==> src/rtl/prog_uart_rx.sv <==
// prog_uart_rx: 8N1 UART receiver with a programmable bit period and a
// single-entry receive buffer.
//
// Read handshake: rd_data_o is valid whenever it is not 32'hFFFF_FFFF.
// rd_en_i is a level-sensitive pop. When the buffer holds a byte, a high
// rd_en_i clears the buffer at the next clock edge. When the buffer is
// empty, rd_en_i has no effect. A byte written in the same cycle as a pop
// replaces the popped byte and does not raise overrun_o.
module prog_uart_rx #(
  parameter int unsigned CLK_DIV = 1085
) (
  input  logic        clk_i,
  input  logic        rst_ni,
  input  logic        rx_i,
  input  logic        rd_en_i,
  output logic [31:0] rd_data_o,
  output logic        busy_o,
  output logic        frame_err_o,
  output logic        overrun_o
);

  typedef enum logic [1:0] {
    IDLE  = 2'd0,
    START = 2'd1,
    DATA  = 2'd2,
    STOP  = 2'd3
  } state_e;

  // The first sample lands half a bit after the falling edge. Every later
  // sample lands one full bit period after the previous sample.
  localparam logic [15:0] HALF_BIT   = 16'(CLK_DIV >> 1);
  localparam logic [15:0] BIT_RELOAD = 16'(CLK_DIV - 1);

  state_e      state_q, state_d;
  logic [15:0] cnt_q, cnt_d;
  logic [2:0]  idx_q, idx_d;
  logic [7:0]  shift_q, shift_d;
  logic [7:0]  buf_q, buf_d;
  logic        valid_q, valid_d;
  logic        frame_err_q, frame_err_d;
  logic        overrun_q, overrun_d;
  logic        sync1_q, sync2_q, hist_q;
  logic        tick;
  logic        wr_en;

  // Two-flop synchronizer plus one history flop used for edge detection.
  // These flops reset to the idle-high level, so a line held low from
  // reset is never seen as a falling edge.
  always_ff @(posedge clk_i or negedge rst_ni) begin
    if (!rst_ni) begin
      sync1_q <= 1'b1;
      sync2_q <= 1'b1;
      hist_q  <= 1'b1;
    end else begin
      sync1_q <= rx_i;
      sync2_q <= sync1_q;
      hist_q  <= sync2_q;
    end
  end

  // State register and datapath registers.
  always_ff @(posedge clk_i or negedge rst_ni) begin
    if (!rst_ni) begin
      state_q     <= IDLE;
      cnt_q       <= '0;
      idx_q       <= '0;
      shift_q     <= '0;
      buf_q       <= '0;
      valid_q     <= 1'b0;
      frame_err_q <= 1'b0;
      overrun_q   <= 1'b0;
    end else begin
      state_q     <= state_d;
      cnt_q       <= cnt_d;
      idx_q       <= idx_d;
      shift_q     <= shift_d;
      buf_q       <= buf_d;
      valid_q     <= valid_d;
      frame_err_q <= frame_err_d;
      overrun_q   <= overrun_d;
    end
  end

  // Next-state logic: frame sequencing, bit timing and buffer update.
  always_comb begin
    state_d     = state_q;
    cnt_d       = cnt_q;
    idx_d       = idx_q;
    shift_d     = shift_q;
    buf_d       = buf_q;
    valid_d     = valid_q;
    frame_err_d = 1'b0;
    overrun_d   = 1'b0;
    wr_en       = 1'b0;
    tick        = (cnt_q == 16'd0);

    if (state_q != IDLE) begin
      cnt_d = tick ? BIT_RELOAD : cnt_q - 16'd1;
    end

    case (state_q)
      IDLE: begin
        if (hist_q && !sync2_q) begin
          cnt_d   = HALF_BIT;
          state_d = START;
        end
      end
      START: begin
        if (tick) begin
          if (!sync2_q) begin
            state_d = DATA;
            idx_d   = 3'd0;
          end else begin
            // False start: the line was a glitch, so return quietly.
            state_d = IDLE;
          end
        end
      end
      DATA: begin
        if (tick) begin
          // Bits arrive LSB first. Each new bit enters at the MSB, so after
          // eight samples the first bit has moved down to bit 0.
          shift_d = {sync2_q, shift_q[7:1]};
          idx_d   = idx_q + 3'd1;
          if (idx_q == 3'd7) begin
            state_d = STOP;
          end
        end
      end
      STOP: begin
        if (tick) begin
          state_d = IDLE;
          if (sync2_q) begin
            wr_en = 1'b1;
          end else begin
            frame_err_d = 1'b1;
          end
        end
      end
      default: state_d = IDLE;
    endcase

    if (rd_en_i && valid_q) begin
      valid_d = 1'b0;
    end
    if (wr_en) begin
      buf_d     = shift_q;
      valid_d   = 1'b1;
      overrun_d = valid_q && !rd_en_i;
    end
  end

  assign rd_data_o   = valid_q ? {24'h0, buf_q} : 32'hFFFF_FFFF;
  assign busy_o      = (state_q != IDLE);
  assign frame_err_o = frame_err_q;
  assign overrun_o   = overrun_q;

endmodule

==> config.mk <==
export PLATFORM = sky130hd
export DESIGN_NAME = prog_uart_rx
export DESIGN_NICKNAME = d
export VERILOG_FILES = /design/src/rtl/prog_uart_rx.sv
export SDC_FILE = /design/constraint.sdc
export NUM_CORES = 1
export LEC_CHECK = 0
export BUFFER_PORTS_ARGS = -buffer_cell sky130_fd_sc_hd__buf_2
export CORE_MARGIN = 1.5
export CORE_UTILIZATION = 55
export DETAILED_ROUTE_END_ITERATION = 16
export GPL_TIMING_DRIVEN = 0
export PLACE_DENSITY_LB_ADDON = 0.05
export REMOVE_ABC_BUFFERS = 1
export SLEW_MARGIN = 5
export SYNTH_ARGS = -nofsm -noshare
export SYNTH_HDL_FRONTEND = slang
export SYNTH_SLANG_ARGS = --single-unit
export TNS_END_PERCENT = 30
==> constraint.sdc <==
create_clock -name clk_i -period 2.45 [get_ports clk_i]
set_clock_uncertainty 0.15 [all_clocks]
set_input_delay 0.245 -clock clk_i [delete_from_list [all_inputs] [get_ports clk_i]]
set_output_delay 0.245 -clock clk_i [all_outputs]
set_load 0.02 [all_outputs]
==> impl_metrics.tcl <==
set metrics [dict create \
    overflow 0 \
    cts_tree "built" \
    critPathCaptureType "flip-flop" \
    peakVddDrop_mv 0.468 \
    crit_path_start_kind "flip-flop" \
    grt_start_max_net_pins 44 \
    io_buffer_count 38 \
    p_per_area_nw_per_um2 785 \
    arrival_ns 2.32 \
    utilization_pct 62.0 \
    io_pins 39 \
    routabilityCongestion 0.816 \
    cts_max_path_buffers 2 \
    initial_utilization_pct 56.9 \
    ys_seq_area_share_pct 47.4 \
    ant_nets 0 \
    hpwlAfterDp_mm 2.93 \
    n_antenna_cell 0 \
    finalNetCount 242 \
    syn_to_final_growth_pct 8.91 \
    worstPathRequired_ns 2.48 \
    outcome "finished, final reports clean" \
    die_w_um 67.3 \
    async_reset_ff_share_pct 100 \
    drv_cap 0 \
    drtPass1Iterations 4 \
    grtUsageTotal_pct 19.4 \
    post-route-min-period_ns 2.29 \
    vias 1577 \
    holdCritPathClass "in2reg" \
    cts_buffers 5 \
    design.core.area_um2 4000 \
    synth-edff-count 0 \
    final_common_cell "dfrtp_1" \
    drc 0 \
    yosysTopAreaCellShare_pct 44.0 \
    routedWlPerCell_um 14.9 \
    crit_path_max_fanout 8 \
    slew_violations 0 \
    leakagePower_nw 1.09 \
    maxSlewHeadroom_pct 36.8 \
    die_area_um2 4530 \
    final_hold_viol_count 0 \
    antenna_found_initial 0 \
    avgSynthCellArea_um2 10.8 \
    rsz0062_at_grt "false" \
    rr_startpoint "cnt_q[0]" \
    max_freq_ghz 0.437 \
    setup_viol 0 \
    routed_wl_mm 4.27 \
    cts-htree-levels 2 \
    timing.rr.end "buf_q[0]" \
    path_class "reg2reg" \
    total_power_w 0.00195 \
    vias_per_cell 5.51 \
    yosys-top-cells-area "dfrtp_1 44%, buf_4 7.9%, mux2_2 7.9%, dfstp_2 3.5%, nand2b_1 3.3%" \
    grt_pass1_wl_mm 6.52 \
    yosysWarnings 0 \
    rows 23 \
    max_slew.worst_pin.slew_ns 0.948 \
    die_y_um 67.3 \
    cts.sinks 43 \
    clk_pin_slew_ns 0.08 \
    grt_pass1_vias 1413 \
    hold_depth 3 \
    period_share_pct 93.4 \
    worstSkewPairLatency_ns 0.29 \
    most-common-layout-cells "40 x dfrtp_1, 38 x buf_2, 16 x mux2_2, 12 x nand2b_1, 12 x inv_1" \
    initialDrtViolationCount 111 \
    reg2reg_depth 6 \
    startpoint "cnt_q[0]" \
    synth_cell_types 46 \
    yosysTopAreaCell "dfrtp_1" \
    rrSetupSlack_ns 0.16 \
    ys.flop_type "dfrtp_1" \
    synth_area_um2 2280 \
    drive_above_1_share_pct 34.3 \
    ys_ff_latch 43 \
    ctsRootBufferMaster "clkbuf_8" \
    netlist_instances 210 \
    crit_end "buf_q[0]" \
]
timing repair:
| item | CTS | global route |
|---|---|---|
| resized for setup | 0 | 0 |
| setup buffers | 0 | 5 |
| setup endpoints to repair | 0 | 9 |
| endpoints found under the hold margin | 41 | 0 |
| hold buffers | 2 | 0 |
critical path, cell delays in order (launching register included):
cell     delay (ns)
dfrtp_1        0.43
inv_1          0.08
ha_1           0.16
nor3b_4        0.36
nand4_2        0.29
nor2_4         0.33
mux2_2         0.37
logic make-up after synthesis:
family          count (synthesis)  synth area share, %
buf+inv                        39                 10.4
mux                            16                 7.92
compound gates                 35                 9.51
fa+ha+maj                       3                 1.65
flops                          43                 47.4
simple gates                   67                 20.3
xor+xnor                        7                 2.69
routing by layer:
metal | track usage, % | routed length (um)
met2 | 29.1 | 2120
met1 | 27.1 | 1970
met4 | 6.38 | 39
met3 | 5.67 | 145
met5 | 0 | 0
worst min path at each step:
stage / startpoint / end / slack, ns
floorplan: rst_ni / async pin / -0.20
global placement: sync1_q / sync2_q / 0.20
detailed placement: sync1_q / sync2_q / 0.20
CTS: rd_en_i / overrun_o / 0.05
global route: rd_en_i / overrun_o / 0.08
finish: rd_en_i / overrun_o / 0.06
area by class of cell:
cell class,count,area (um^2)
well taps,50,62.6
multi-input cells,128,958
flip-flops and latches,43,1080
inverters,12,45.0
clock buffers,6,72.6
repair buffers,45,248
fillers,344,1520
clock inverters,2,12.5
sequential cells by signal (all words and copies together), names as in the netlist, named ones only:
name / flops
frame_err_o: 1
valid_q: 1
idx_q: 3
state_q: 1
cnt_q: 16
sync2_q: 1
buf_q: 8
hist_q: 1
shift_q: 8
sync1_q: 1
overrun_o: 1
cell usage after synthesis, types with 2 or more instances:
library cell,instances
clkbuf_1,2
nand3_1,4
nand2_1,10
mux2_2,16
nor4_4,2
dfstp_2,3
o21ai_0,10
or4_1,3
buf_4,24
nand2b_1,12
xor2_1,4
a31oi_1,4
o31ai_1,3
nand4_1,3
dfrtp_1,40
nor2_1,11
xnor2_1,3
nor4_1,3
nand4b_1,2
a21oi_1,10
ha_1,3
a221oi_1,3
inv_1,12
power by group:
group | switching [W] | leakage [nW] | internal [W]
clock | 0.000231 | 0.0412 | 0.000199
combinational | 0.000252 | 0.489 | 0.000228
sequential | 0.000194 | 0.561 | 0.000841
total | 0.000677 | 1.09 | 0.00127
metrics by stage:
| stage | TNS, ns | worst slack (ns) | cells | hold slack, ns | instance area (um^2) |
|---|---|---|---|---|---|
| finish | 0 | 0.160 | 286 | 0.0598 | 2480 |
| global placement | 0 | 0.0746 | 271 | 0.199 | 2340 |
| CTS | 0 | 0.0155 | 281 | 0.0538 | 2440 |
| detailed placement | 0 | 0.0413 | 271 | 0.199 | 2340 |
| global route | 0 | 0.0296 | 286 | 0.0758 | 2480 |
| floorplan | -27.24 | -1.13 | 183 | -0.201 | 2080 |
Note: power is estimated with default switching activity, not from simulation.
